[config.mk]
export PLATFORM = sky130hd
export DESIGN_NAME = seq_ctrl
export DESIGN_NICKNAME = d
export VERILOG_FILES = /design/src/rtl/seq_pkg.sv /design/src/rtl/seq_decode.sv /design/src/rtl/seq_ctrl.sv
export SDC_FILE = /design/constraint.sdc
export NUM_CORES = 1
export LEC_CHECK = 0
export CAP_MARGIN = 10
export CORE_ASPECT_RATIO = 1.75
export CORE_MARGIN = 4
export CORE_UTILIZATION = 25
export CTS_BUF_LIST = sky130_fd_sc_hd__clkbuf_8
export CTS_CLUSTER_DIAMETER = 100
export DETAILED_ROUTE_END_ITERATION = 8
export PLACE_DENSITY = 0.46
export SETUP_SLACK_MARGIN = 0.5
export SLEW_MARGIN = 0
export SYNTH_ARGS = -nofsm -noshare
export SYNTH_HDL_FRONTEND = slang
export SYNTH_SLANG_ARGS = --single-unit
[constraint.sdc]
create_clock -name clk -period 1.7 [get_ports clk]
set_clock_uncertainty 0.1 [all_clocks]
set_input_delay 0.34 -clock clk [delete_from_list [all_inputs] [get_ports clk]]
set_output_delay 0.34 -clock clk [all_outputs]
set_load 0.05 [all_outputs]
[src/rtl/seq_pkg.sv]
// Shared encodings for the multi-cycle control sequencer.
package seq_pkg;

  typedef enum logic [2:0] {
    StIdle   = 3'd0,
    StFetch  = 3'd1,
    StDecode = 3'd2,
    StExec   = 3'd3,
    StMem    = 3'd4,
    StWb     = 3'd5,
    StHalt   = 3'd6
  } state_e;

  localparam logic [3:0] OpNop  = 4'h0;
  localparam logic [3:0] OpAdd  = 4'h1;
  localparam logic [3:0] OpMov  = 4'h2;
  localparam logic [3:0] OpAddi = 4'h3;
  localparam logic [3:0] OpLd   = 4'h4;
  localparam logic [3:0] OpSt   = 4'h5;
  localparam logic [3:0] OpJr   = 4'h6;
  localparam logic [3:0] OpJz   = 4'h7;
  localparam logic [3:0] OpSub  = 4'h8;
  localparam logic [3:0] OpHalt = 4'hF;

  localparam logic [2:0] SelSrDr   = 3'b000;
  localparam logic [2:0] SelSr0    = 3'b001;
  localparam logic [2:0] Sel0Dr    = 3'b010;
  localparam logic [2:0] SelOffPc  = 3'b011;
  localparam logic [2:0] Sel0Pc    = 3'b100;
  localparam logic [2:0] Sel0Data  = 3'b101;
  localparam logic [2:0] SelImmDr  = 3'b110;
  localparam logic [2:0] SelDataDr = 3'b111;

  localparam logic [1:0] AluAdd    = 2'b00;
  localparam logic [1:0] AluPassDr = 2'b01;
  localparam logic [1:0] AluSub    = 2'b10;

  function automatic logic is_legal_op(logic [3:0] op);
    return (op <= OpSub) || (op == OpHalt);
  endfunction

endpackage

[src/rtl/seq_decode.sv]
// Combinational output decode: state + latched opcode (+ alu_zero, mem_ready) to strobes.
module seq_decode
  import seq_pkg::*;
(
  input  logic [2:0] state,
  input  logic [3:0] op,
  input  logic       alu_zero,
  input  logic       mem_ready,
  output logic [2:0] alu_in_sel,
  output logic [1:0] alu_op,
  output logic       ir_load,
  output logic       pc_inc,
  output logic       pc_load,
  output logic       addr_load,
  output logic       reg_we,
  output logic       mem_req,
  output logic       mem_we
);

  state_e st;
  assign st = state_e'(state);

  // Per-state strobe decode; everything defaults low / code 0.
  always_comb begin
    alu_in_sel = SelSrDr;
    alu_op     = AluAdd;
    ir_load    = 1'b0;
    pc_inc     = 1'b0;
    pc_load    = 1'b0;
    addr_load  = 1'b0;
    reg_we     = 1'b0;
    mem_req    = 1'b0;
    mem_we     = 1'b0;
    case (st)
      StFetch: begin
        mem_req    = 1'b1;
        alu_in_sel = Sel0Pc;
        alu_op     = AluPassDr;
        ir_load    = mem_ready;
        pc_inc     = mem_ready;
      end
      StExec: begin
        case (op)
          OpAdd: begin
            alu_in_sel = SelSrDr;
            reg_we     = 1'b1;
          end
          OpMov: begin
            alu_in_sel = SelSr0;
            reg_we     = 1'b1;
          end
          OpAddi: begin
            alu_in_sel = SelImmDr;
            reg_we     = 1'b1;
          end
          OpLd: begin
            alu_in_sel = SelSr0;
            addr_load  = 1'b1;
          end
          OpSt: begin
            alu_in_sel = Sel0Dr;
            addr_load  = 1'b1;
          end
          OpJr: begin
            alu_in_sel = SelOffPc;
            pc_load    = 1'b1;
          end
          OpJz: begin
            alu_in_sel = SelOffPc;
            pc_load    = alu_zero;
          end
          OpSub: begin
            alu_in_sel = SelSrDr;
            alu_op     = AluSub;
            reg_we     = 1'b1;
          end
          default: ;
        endcase
      end
      StMem: begin
        mem_req = 1'b1;
        if (op == OpSt) begin
          mem_we     = 1'b1;
          // sr carries the store data through the ALU
          alu_in_sel = SelSr0;
        end
      end
      StWb: begin
        alu_in_sel = Sel0Data;
        reg_we     = 1'b1;
      end
      default: ;
    endcase
  end

endmodule

[src/rtl/seq_ctrl.sv]
// Multi-cycle control sequencer: FSM, memory wait timer and retired-instruction counter.
module seq_ctrl
  import seq_pkg::*;
#(
  parameter int unsigned MEM_TIMEOUT = 15,
  parameter int unsigned CNT_W       = 16
) (
  input  logic             clk,
  input  logic             reset,
  input  logic             run,
  input  logic [15:0]      ir,
  input  logic             alu_zero,
  input  logic             mem_ready,
  output logic [2:0]       alu_in_sel,
  output logic [1:0]       alu_op,
  output logic             ir_load,
  output logic             pc_inc,
  output logic             pc_load,
  output logic             addr_load,
  output logic             reg_we,
  output logic             mem_req,
  output logic             mem_we,
  output logic             halted,
  output logic             bus_err,
  output logic             illegal,
  output logic [CNT_W-1:0] instr_cnt
);

  // The last permitted wait cycle: no ready here means bus error.
  localparam logic [7:0] WaitLast = 8'(MEM_TIMEOUT - 1);

  state_e           state_q, state_d;
  logic [3:0]       op_q, op_d;
  logic [7:0]       wait_q, wait_d;
  logic [CNT_W-1:0] cnt_q, cnt_d;
  logic             bus_err_q, bus_err_d;
  logic             illegal_q, illegal_d;

  logic unused_ir;
  assign unused_ir = ^ir[11:0];

  // Next-state, wait timer, retirement count and sticky flags.
  always_comb begin
    state_d   = state_q;
    op_d      = op_q;
    wait_d    = wait_q;
    cnt_d     = cnt_q;
    bus_err_d = bus_err_q;
    illegal_d = illegal_q;
    case (state_q)
      StIdle: begin
        if (run) begin
          state_d = StFetch;
          wait_d  = 8'd0;
        end
      end
      StFetch: begin
        if (mem_ready) begin
          state_d = StDecode;
        end else if (wait_q == WaitLast) begin
          bus_err_d = 1'b1;
          state_d   = StHalt;
        end else begin
          wait_d = wait_q + 8'd1;
        end
      end
      StDecode: begin
        op_d    = ir[15:12];
        state_d = StExec;
      end
      StExec: begin
        if (op_q == OpLd || op_q == OpSt) begin
          state_d = StMem;
          wait_d  = 8'd0;
        end else if (op_q == OpHalt) begin
          state_d = StHalt;
        end else begin
          if (!is_legal_op(op_q)) illegal_d = 1'b1;
          state_d = StFetch;
          wait_d  = 8'd0;
          cnt_d   = cnt_q + CNT_W'(1);
        end
      end
      StMem: begin
        if (mem_ready) begin
          if (op_q == OpSt) begin
            state_d = StFetch;
            wait_d  = 8'd0;
            cnt_d   = cnt_q + CNT_W'(1);
          end else begin
            state_d = StWb;
          end
        end else if (wait_q == WaitLast) begin
          bus_err_d = 1'b1;
          state_d   = StHalt;
        end else begin
          wait_d = wait_q + 8'd1;
        end
      end
      StWb: begin
        state_d = StFetch;
        wait_d  = 8'd0;
        cnt_d   = cnt_q + CNT_W'(1);
      end
      StHalt: ;
      default: state_d = StIdle;
    endcase
  end

  // State and counter registers with asynchronous reset.
  always_ff @(posedge clk or posedge reset) begin
    if (reset) begin
      state_q   <= StIdle;
      op_q      <= 4'h0;
      wait_q    <= 8'd0;
      cnt_q     <= '0;
      bus_err_q <= 1'b0;
      illegal_q <= 1'b0;
    end else begin
      state_q   <= state_d;
      op_q      <= op_d;
      wait_q    <= wait_d;
      cnt_q     <= cnt_d;
      bus_err_q <= bus_err_d;
      illegal_q <= illegal_d;
    end
  end

  seq_decode u_decode (
    .state      (state_q),
    .op         (op_q),
    .alu_zero   (alu_zero),
    .mem_ready  (mem_ready),
    .alu_in_sel (alu_in_sel),
    .alu_op     (alu_op),
    .ir_load    (ir_load),
    .pc_inc     (pc_inc),
    .pc_load    (pc_load),
    .addr_load  (addr_load),
    .reg_we     (reg_we),
    .mem_req    (mem_req),
    .mem_we     (mem_we)
  );

  assign halted    = (state_q == StHalt);
  assign bus_err   = bus_err_q;
  assign illegal   = illegal_q;
  assign instr_cnt = cnt_q;

endmodule
==> flow_results.org <==
** Synthesis
- Post-synthesis compound-gate area fraction :: 0.214
- Leading post-synthesis cells by cell area :: dfrtp_1, xnor2_1, o211ai_1
- Of the total synthesized cell area, the portion taken by full adders, half adders and majority gates is 0.0182.
- Library cells used by synthesis :: 56
- Combinational family with the most area after synthesis :: compound AO/OA/AOI/OAI gates
- The biggest area contributor in the post-synthesis netlist is dfrtp_1.
- Primary FF master, synth :: dfrtp_1
- Mapped cell area :: 0.00207 sq mm
- Measured against the total synthesized area, the mux share comes to 0.0327.
- Counting flops and latches in the post-synthesis netlist gives 33.
- Post-synthesis sequential area ratio :: 0.400
- During synthesis, Yosys emitted a total of 0 warnings.
- Post-Syn Area per Cell :: 9.99 sq um
- The share of synthesized area in the top cell type comes to 0.400.
- Synthesis produced a netlist whose cell count is 207.
- Simple-Gate Fraction of Synth Area :: 0.211
- FFs w/ async S/R, synth :: 1.00
- Of the total synthesized cell area, the portion taken by XOR and XNOR cells is 0.0720.
- Counting every net in the synthesized netlist gives 231.
- EDFF count, synth :: 0

** Route
- Length of routed wiring on met1 :: 2300 um
- Once detail routing completed, the nets flagged for antenna violations numbered 0.
- The routed design has 6380 um of wire.
- Count of vias placed by the detailed router :: 2088
- In the routed layout, each cell is associated on average with a via count of 5.06.
- Number of detailed-routing iterations run before antenna repair :: 4
- Top routing layer used :: met4
- Total DRC errors in the routed layout :: 0
- In the final routed layout, each cell accounts on average for 15.5 um.
- The detailed router finished its first iteration with 47 violations.
- In the detailed route, the total length drawn on met2 is 3650 um.
- Metal3 WL :: 233 um

** Timing
- Post-route setup slack :: -327 ps
- RSZ-0062 raised after global routing :: true
- Post-layout min period :: 2030 ps
- Maximum achievable frequency :: 0.493 GHz
- Worst slew margin relative to its limit :: 0.789
- The final count of hold timing violations is 0.
- Total Negative Setup Slacks :: -5630 ps
- Worst slew pin tran :: 315 ps
- In the finished design, the share of the clock period the worst path needs comes to 1.19.
- Finish-stage setup viols :: 37
- Count of final max-slew check failures :: 0

** Layout
- In the layout the commonest cells are buf_4, buf_12, buf_6.
- Diodes inserted :: 0
- Fraction of final layout cells with drive strength greater than 1 :: 0.622
- Final nets :: 346
- Final Util :: 0.501
- P&R area growth vs syn :: 94.1%
- For this run, the number of standard cells in the final layout without fillers is 413.
- Fill cells in the final layout number 704.
- Most common cell after layout, fill and taps aside :: buf_4

** CTS
- TritonCTS Buffers :: 5
- After clock tree synthesis, the flow added hold-fix buffers numbering 0.
- The tree is rooted in a clkbuf_8.
- H-tree depth :: 2
- TritonCTS built the clock tree.
- The tree built by TritonCTS fans out to 33 sinks.
- Worst-case clock buffer depth :: 2
- Latest clock arrival within the worst-skew pair :: 290 ps
- Clock edge transition at the registers on the reported setup and hold paths :: 70 ps

** Run status
- The checks that failed: setup timing.
- The flow ran to the end, but the final reports show violations.

** Pwr
- Reported leakage power :: 1.66 nW
- Overall power consumption after layout is estimated at 7.65 mW.
- Power spread over the standard cell area amounts to 1910 mW/mm^2.
- The worst-case IR drop observed on VDD is 1.06 mV.

** Die
- In this run the horizontal extent of the chip is 76.7 um.
- The floorplan step defined a die boundary enclosing 0.00984 sq mm.
- In this run the core area contains 43 standard-cell rows.
- The core region is 0.00802 sq mm.
- For this design the top-level I/O count stands at 52.
- Overall die height :: 128 um
- Initial core utilization :: 0.258

** Job
- The tool flagged a number of max-cap violations equal to 0.

** GRT
- The number of global-route vias before repair was 2202.
- The first global-routing pass estimated 10500 um of wire.
- Number of antenna violations at the first check in global routing :: 0
- Entering global routing, the biggest net connects 34 pins.
- Across every metal layer, demand over resource in global routing totals 0.134.
- Total congestion overflow after global routing :: 0

** Critical path
- The worst setup path is launched from a flip-flop.
- Worst endpoint required time :: 1260 ps
- Maximum fanout count along the critical path :: 3
- On the worst path, the slowest cell contributes a delay of 430 ps.
- STA classifies the critical path endpoint as an output pin.
- Critical Path Slowest Stage Cell :: dfrtp_2
- Setup slack on the worst reg-to-reg path comes out at -220 ps.
- The worst register-to-register path begins at state_q[2].
- Data on the critical path arrives at its endpoint at 1590 ps.
- CP cell instances :: nand3b_4, buf_6, a2111oi_4, clkbuf_16
- The critical path in this run is classified as reg2out.
- Worst Reg-to-Reg Cells :: 10
- Worst flop-to-flop path endpoint :: state_q[2]

** Placed design
- Final weighted congestion in routability-driven placement :: 0.753
- Number of instances in the placed design :: 371
- Hpwl dp :: 4520 um
- Port Buffer Count :: 39

** Hold path
- The worst hold path belongs to the class in2async.
==> state kept, by name (all words and copies together), names as in the netlist <==
| name | cells |
|---|---|
| bus_err | 1 |
| wait_q | 8 |
| op_q | 4 |
| instr_cnt | 16 |
| state_q | 3 |
| illegal | 1 |
==> cell type report <==
cell class	count	area (sq um)	share of cell area
clock buffer	6	82.6	0.0206
clock inverter	2	11.3	0.00281
inverter	9	37.5	0.00935
multi-input combinational	154	1470	0.367
sequential	33	851	0.212
tap	90	113	0.0281
timing repair buffer	119	1450	0.360
==> cells in the mapped netlist, types with 2 or more instances <==
| cell | number |
|---|---|
| o2111ai_1 | 5 |
| and4bb_2 | 2 |
| mux2_2 | 4 |
| o211ai_1 | 9 |
| inv_1 | 8 |
| xnor2_1 | 17 |
| nor2_1 | 17 |
| o21ai_0 | 6 |
| and3_1 | 7 |
| nand4_1 | 4 |
| mux2_1 | 2 |
| o22ai_1 | 3 |
| nor3_1 | 6 |
| buf_2 | 4 |
| or3_1 | 2 |
| a21oi_1 | 10 |
| nand3_1 | 7 |
| nand2b_1 | 2 |
| a32o_1 | 2 |
| and2_1 | 3 |
| buf_6 | 2 |
| ha_1 | 3 |
| nand2_1 | 8 |
| a2111oi_0 | 2 |
| a21o_1 | 2 |
| a31oi_1 | 2 |
| buf_4 | 4 |
| and4_1 | 4 |
| dfrtp_1 | 33 |
==> repair_timing <==
action                     CTS  global route
buffers inserted            22            11
setup endpoints to repair   64            64
resized for setup           38            26
pin swaps                   13            12
cloned                       1             0
==> routing by layer <==
| layer | global-route usage | up-vias |
|---|---|---|
| met3 | 0.0302 | 13 |
| met2 | 0.257 | 36 |
| met5 | 0 | - |
| li1 | - | 1004 |
| met1 | 0.133 | 1035 |
| met4 | 0.0683 | 0 |
==> report_power, final <==
part / internal [mW] / switching (mW)
Clock: 0.323 / 0.303
Sequential: 1.01 / 0.327
Combinational: 3.03 / 2.66
Total: 4.36 / 3.29
==> metrics by stage <==
stage	hold WS, ps	cell area [sq um]	setup slack (ps)
after global routing	299	4010	-378
final	288	4010	-327
after global placement	421	3400	-303
after CTS	285	3810	-360
after detailed placement	424	3400	-321
after floorplan	368	2290	-157
==> cells by family (layout without fill, tap and decap cells) <==
kind of cell,Yosys count,in the layout
xor+xnor,17,17
mux,6,6
fa+ha+maj,3,3
simple gates,72,72
buf+inv,20,136
flops,33,33
compound gates,56,56
==> worst max-delay path by stage <==
stage | slack (ps) | to | from
detailed placement | -320 | wait_q[1] | mem_ready
CTS | -360 | pc_load | state_q[2]
finish | -330 | pc_load | state_q[2]
floorplan | -160 | pc_load | state_q[2]
global route | -380 | pc_load | op_q[1]
global placement | -300 | wait_q[1] | mem_ready
==> worst max-delay path: cells and delay by family, from the launching register on <==
kind            cells  cell delay, ps
buf+inv             2             370
simple gates        1             180
flops               1             430
compound gates      1             310
Power figures use the tool's default switching activity.
